==> src/rtl/uart_pkg.sv <==
// Shared constants and FSM state encoding for the UART line echo front end.
package uart_pkg;

  localparam logic [7:0] CHAR_CR = 8'h0D;
  localparam logic [7:0] CHAR_LF = 8'h0A;
  localparam logic [7:0] CHAR_BS = 8'h08;

  typedef enum logic [1:0] {
    S_COLLECT = 2'd0,
    S_ECHO    = 2'd1,
    S_CR      = 2'd2,
    S_LF      = 2'd3
  } state_t;

endpackage

==> src/rtl/line_buf_ram.sv <==
// Line buffer storage: one synchronous write port, one asynchronous read port.
// Contents are not reset; the owner tracks which entries are valid.
module line_buf_ram #(
  parameter int DATA_BITS = 8,
  parameter int DEPTH     = 32,
  parameter int ADDR_BITS = 5
) (
  input  logic                 clk,
  input  logic                 i_we,
  input  logic [ADDR_BITS-1:0] i_waddr,
  input  logic [DATA_BITS-1:0] i_wdata,
  input  logic [ADDR_BITS-1:0] i_raddr,
  output logic [DATA_BITS-1:0] o_rdata
);

  logic [DATA_BITS-1:0] r_mem [DEPTH];

  // Store one character per write strobe.
  always_ff @(posedge clk) begin
    if (i_we) begin
      r_mem[i_waddr] <= i_wdata;
    end
  end

  assign o_rdata = r_mem[i_raddr];

endmodule

==> src/rtl/uart_line_echo.sv <==
// Console line editor: pops RX bytes into a line buffer (with backspace),
// and on the terminator echoes the line into the TX FIFO followed by CR, LF.
// Optional feature macro: UART_ECHO_UPCASE_EN (upper-cases a..z on echo only).
module uart_line_echo
  import uart_pkg::*;
#(
  parameter int                   DATA_BITS = 8,
  parameter int                   LINE_MAX  = 32,
  parameter int                   LEN_BITS  = 6,
  parameter logic [DATA_BITS-1:0] TERM_CHAR = DATA_BITS'(8'h0D)
) (
  input  logic                 clk,
  input  logic                 rst,
  input  logic                 rx_empty,
  input  logic [DATA_BITS-1:0] read_data,
  output logic                 read_uart,
  input  logic                 tx_full,
  output logic                 write_uart,
  output logic [DATA_BITS-1:0] write_data,
  output logic [LEN_BITS-1:0]  line_len,
  output logic                 busy,
  output logic                 line_done,
  output logic                 overflow
);

  localparam int ADDR_BITS = (LINE_MAX > 1) ? $clog2(LINE_MAX) : 1;

  state_t                r_state;
  state_t                w_state_next;
  logic [LEN_BITS-1:0]   r_count;
  logic [LEN_BITS-1:0]   w_count_next;
  logic [LEN_BITS-1:0]   r_idx;
  logic [LEN_BITS-1:0]   w_idx_next;
  logic                  r_overflow;
  logic                  w_overflow_next;
  logic                  r_line_done;
  logic                  w_line_done_next;
  logic                  w_pop;
  logic                  w_push;
  logic                  w_buf_we;
  logic [DATA_BITS-1:0]  w_rd_data;

  // Echo-time character mapping; the stored buffer is never altered.
  function automatic logic [DATA_BITS-1:0] conv(input logic [DATA_BITS-1:0] c);
`ifdef UART_ECHO_UPCASE_EN
    if ((c >= DATA_BITS'(8'h61)) && (c <= DATA_BITS'(8'h7A))) begin
      return c - DATA_BITS'(8'h20);
    end
    return c;
`else
    return c;
`endif
  endfunction

  line_buf_ram #(
    .DATA_BITS(DATA_BITS),
    .DEPTH    (LINE_MAX),
    .ADDR_BITS(ADDR_BITS)
  ) u_line_buf (
    .clk    (clk),
    .i_we   (w_buf_we),
    .i_waddr(r_count[ADDR_BITS-1:0]),
    .i_wdata(read_data),
    .i_raddr(r_idx[ADDR_BITS-1:0]),
    .o_rdata(w_rd_data)
  );

  // State, counters and status flags; reset discards any partial line.
  always_ff @(posedge clk or negedge rst) begin
    if (!rst) begin
      r_state     <= S_COLLECT;
      r_count     <= '0;
      r_idx       <= '0;
      r_overflow  <= 1'b0;
      r_line_done <= 1'b0;
    end else begin
      r_state     <= w_state_next;
      r_count     <= w_count_next;
      r_idx       <= w_idx_next;
      r_overflow  <= w_overflow_next;
      r_line_done <= w_line_done_next;
    end
  end

  // Next-state logic plus the combinational FIFO strobes and TX data mux.
  always_comb begin
    w_state_next     = r_state;
    w_count_next     = r_count;
    w_idx_next       = r_idx;
    w_overflow_next  = r_overflow;
    w_line_done_next = 1'b0;
    w_buf_we         = 1'b0;
    w_pop            = (r_state == S_COLLECT) && !rx_empty;
    w_push           = (r_state != S_COLLECT) && !tx_full;
    write_data       = '0;

    case (r_state)
      S_COLLECT: begin
        if (w_pop) begin
          if (read_data == TERM_CHAR) begin
            w_idx_next   = '0;
            w_state_next = (r_count == '0) ? S_CR : S_ECHO;
          end else if (read_data == DATA_BITS'(CHAR_BS)) begin
            if (r_count != '0) begin
              w_count_next = r_count - LEN_BITS'(1);
            end
          end else if (r_count < LEN_BITS'(LINE_MAX)) begin
            w_buf_we     = 1'b1;
            w_count_next = r_count + LEN_BITS'(1);
          end else begin
            w_overflow_next = 1'b1;
          end
        end
      end
      S_ECHO: begin
        write_data = conv(w_rd_data);
        if (w_push) begin
          w_idx_next = r_idx + LEN_BITS'(1);
          if (r_idx == (r_count - LEN_BITS'(1))) begin
            w_state_next = S_CR;
          end
        end
      end
      S_CR: begin
        write_data = DATA_BITS'(CHAR_CR);
        if (w_push) begin
          w_state_next = S_LF;
        end
      end
      S_LF: begin
        write_data = DATA_BITS'(CHAR_LF);
        if (w_push) begin
          w_count_next     = '0;
          w_overflow_next  = 1'b0;
          w_line_done_next = 1'b1;
          w_state_next     = S_COLLECT;
        end
      end
      default: begin
        w_state_next = S_COLLECT;
      end
    endcase
  end

  assign read_uart  = w_pop;
  assign write_uart = w_push;
  assign line_len   = r_count;
  assign busy       = (r_state != S_COLLECT);
  assign line_done  = r_line_done;
  assign overflow   = r_overflow;

endmodule
==> config.mk <==
export PLATFORM = sky130hd
export DESIGN_NAME = uart_line_echo
export DESIGN_NICKNAME = d
export VERILOG_FILES = /design/src/rtl/uart_pkg.sv /design/src/rtl/line_buf_ram.sv /design/src/rtl/uart_line_echo.sv
export SDC_FILE = /design/constraint.sdc
export NUM_CORES = 1
export LEC_CHECK = 0
export CAP_MARGIN = 20
export CORE_MARGIN = 2
export CORE_UTILIZATION = 55
export CTS_CLUSTER_SIZE = 30
export DETAILED_ROUTE_END_ITERATION = 10
export HOLD_SLACK_MARGIN = 0.06
export PLACE_DENSITY = 0.72
export SLEW_MARGIN = 20
export SYNTH_ARGS = -nofsm -noshare
export SYNTH_HDL_FRONTEND = slang
export SYNTH_SLANG_ARGS = --single-unit
export TNS_END_PERCENT = 10
==> constraint.sdc <==
create_clock -name clk -period 5.6 [get_ports clk]
set_clock_uncertainty 0.05 [all_clocks]
set_input_delay 1.12 -clock clk [delete_from_list [all_inputs] [get_ports clk]]
set_output_delay 1.12 -clock clk [all_outputs]
set_load 0.05 [all_outputs]
==> impl_metrics.toml <==
[drt]
finalWirelength_mm = 24.5
wl_per_cell_um = 25.9
firstDrtPassIters = 5
postRouteAntennaNets = 0
via_per_inst = 6.26
vias = 5909
first_iter_violations = 675
drc = 0

[timing]
hold_violations = 0
setup-tns-final_ns = 0
min_period_over_period_pct = 86.6
setup_viol = 0
fin_crit_ns = 4.85
slew_headroom_pct = 28.3
max_clock_freq_ghz = 0.206
rsz0062_at_grt = "false"
setup_slack_ns = 0.748
tightestPinTransition_ns = 1.07
slew_viol_final = 0

[synthesis]
synthTopCellsByArea = "edfxtp_1 (69%), mux4_2 (13%), dfrtp_1 (3.6%)"
ys_seq_area_share_pct = 72.3
ys_warn_count = 0
async_reset_ff_share_pct = 5.88
syn_inst = 608
synth_area_mm2 = 0.0112
syn_avg_cell_area_um2 = 18.4
synth-edff-count = 256
synth_cell_type_count = 51
synth-main-ff-cell = "edfxtp_1"
synth.top_cell.area_share_pct = 68.7
synth_nets = 629
post-synth-top-area-cell = "edfxtp_1"
synth_seq_cells = 272

[cts]
postCtsHoldBufs = 0
clk_path_buf_depth = 3
cts.sinks = 272
clock_latency_ns = 0.52
h-tree-depth = 1
cts_buffers = 27
cts_tree = "yes"
post_cts_buffers = 0
root_buffer = "clkbuf_16"
path_clk_slew_ns = 0.07
post_cts_resized = 0

[setup_path]
path_class = "flop to output pin"
r2r_cells = 6
start_kind = "flop"
critPathBufInv = 2
r2r-start = "r_state[0]"
cp_num_cells = 5
rrSetupSlack_ns = 2.14
cp_max_fo = 29
required_ns = 4.43
critPathSlowestCell = "dfrtp_4"
worstPathArrival_ns = 3.68
max_stage_delay_ns = 0.81
cp_common_cell = "mux4_2"
crit_chain = "buf_12 > mux4_2 > mux4_2 > a22o_1 > clkdlybuf4s50_1"
end_kind = "output pin"
reg2reg_to = "u_line_buf.r_mem[6][0]"
crit_family = "multiplexers"

[power]
cellLeakagePower_uw = 0.00408
irDropWorstVdd_mv = 0.323
power_frac_seq_pct = 40.5
power.share.clock_pct = 30.1
sw_frac_of_total_pct = 31.8
p_int_uw = 4250
powerDensity_mw_per_mm2 = 489
power_uw = 6240
power_switching_uw = 1980
p_comb_share_pct = 29.4

[layout]
fillers = 1329
nNetsFinal = 675
fin_cells = 944
fin_util_pct = 63.4
diodes = 0
areaGrowthSynthToFinish_pct = 13.9
drive_gt1_share_pct = 20.8

[global_routing]
antenna_found_initial = 0
grt_overflow = 0
grt_max_degree = 36
grt.total_usage_pct = 23.2
grt_pass1_wl_mm = 37.0
grt_pass1_vias = 6036

[min_path]
worst_hold_path_type = "flop to flop"
hold_depth = 2
min-delay-start = "overflow"
worstHoldEndpoint = "overflow"

[placed_design]
place_ws_ns = 1.17
placement.io_buffers = 30
hpwlAfterDp_mm = 15.5
gp_congestion = 0.859
post-place-cells = 895

[run]
max_cap_violations = 0

[floorplanning]
die_h_um = 147
row_count = 52
start_util_pct = 55.6
dieArea_mm2 = 0.0215
core_mm2 = 0.0201
ioPinCount = 31
dieWidth_um = 147

[status]
status = "completed"
-- sequential cells by signal, summed over array words and instances (netlist names) --
| register | cells |
|---|---|
| line_done | 1 |
| line_len | 6 |
| r_idx | 6 |
| r_state | 2 |
| u_line_buf.r_mem | 256 |
| overflow | 1 |
-- cells by family after synthesis --
group / Yosys count / synth area share, %
AOI/OAI and AO/OA: 63 / 3.79
xor gates and xnor gates: 10 / 0.783
adders and majority gates: 9 / 1.01
buffers and inverters: 40 / 1.74
DFF: 272 / 72.3
muxes: 82 / 14.7
and+or+nand+nor: 132 / 5.65
-- worst max path at each step --
stage	to	slack [ns]	from
finish	write_data[7]	0.75	r_idx[0]
global route	write_data[6]	0.57	r_idx[0]
CTS	write_data[7]	0.69	r_idx[0]
detailed placement	u_line_buf.r_mem[6][7]	1.17	read_data[0]
global placement	write_data[7]	1.27	r_idx[0]
floorplan	write_data[3]	1.63	r_idx[0]
-- through the flow --
stage,area (um2),hold slack (ns)
floorplan,11200,0.489
global placement,11800,0.430
detailed placement,11800,0.452
CTS,12700,0.468
global route,12700,0.510
finish,12700,0.462
-- worst register-to-register path: stages, from the launching register on --
cell and delay, ns:
dfrtp_1 0.43, inv_1 0.14, ha_1 0.39, nand2b_1 0.14
a311oi_1 0.58, nand2_1 0.42, nor2_1 0.93
-- power by group through the flow --
| stage | registers (uW) | logic [uW] | clock network (uW) |
|---|---|---|---|
| 4_1_cts | 2530 | 1840 | 1900 |
| 3_5_place_dp | 2570 | 1830 | 0 |
| 2_1_floorplan | 2450 | 1410 | 0 |
| 3_3_place_gp | 2560 | 1790 | 0 |
| 6_report | 2530 | 1830 | 1880 |
| 5_1_grt | 2550 | 1950 | 1990 |
-- Yosys cell counts, types with 2 or more instances --
cell      count
a211oi_1      2
a21oi_1      13
a22o_1        4
a22oi_1       6
a311oi_1      3
a31oi_1       2
and3_1        2
buf_2         6
buf_4         4
buf_6         3
clkbuf_1     17
dfrtp_1      16
edfxtp_1    256
ha_1          9
inv_1         7
mux2i_1      16
mux4_2       66
nand2_1      33
nand2b_1      5
nand3_1       5
nand3b_1      4
nand4_1       6
nor2_1       51
nor2b_1       4
nor3_1        7
nor4_1        2
o21ai_0      13
o221ai_1      4
o22ai_1       3
o31ai_1       5
or3_1         3
or3b_2        3
or4_1         2
xnor2_1       5
xor2_1        5
-- layout by cell type (no fill, tap or decap), drive strengths merged, types with 5 or more instances in the layout --
| master | instances |
|---|---|
| nand4 | 6 |
| clkbuf | 28 |
| nor3 | 7 |
| nor2 | 51 |
| xnor2 | 5 |
| nand2 | 33 |
| dfrtp | 16 |
| clkdlybuf4s50 | 30 |
| nand3 | 5 |
| buf | 18 |
| o21ai | 14 |
| clkinv | 11 |
| bufinv | 5 |
| xor2 | 5 |
| ha | 9 |
| mux2i | 16 |
| nand2b | 5 |
| mux4 | 66 |
| o31ai | 5 |
| inv | 10 |
| a22oi | 6 |
| edfxtp | 256 |
| a21oi | 13 |
-- routing by layer --
layer,wire length (um),share of wire (%),GRT usage (%),vias to the layer above
li1,-,-,-,2541
met1,9980,41,32.6,3047
met2,12300,50,38.7,279
met3,1620,6.6,3.41,42
met4,527,2.2,6.21,0
met5,0,0,0,-
-- layout make-up --
| cell class | count | area, um2 | area share, % |
|---|---|---|---|
| clock buffer | 28 | 679 | 5.33 |
| clock inverter | 21 | 251 | 1.97 |
| inverter | 9 | 33.8 | 0.265 |
| multi-input combinational | 296 | 2900 | 22.8 |
| sequential | 272 | 8090 | 63.5 |
| tap | 270 | 338 | 2.65 |
| timing repair buffer | 48 | 448 | 3.51 |
(Power assumes the default switching activity.)
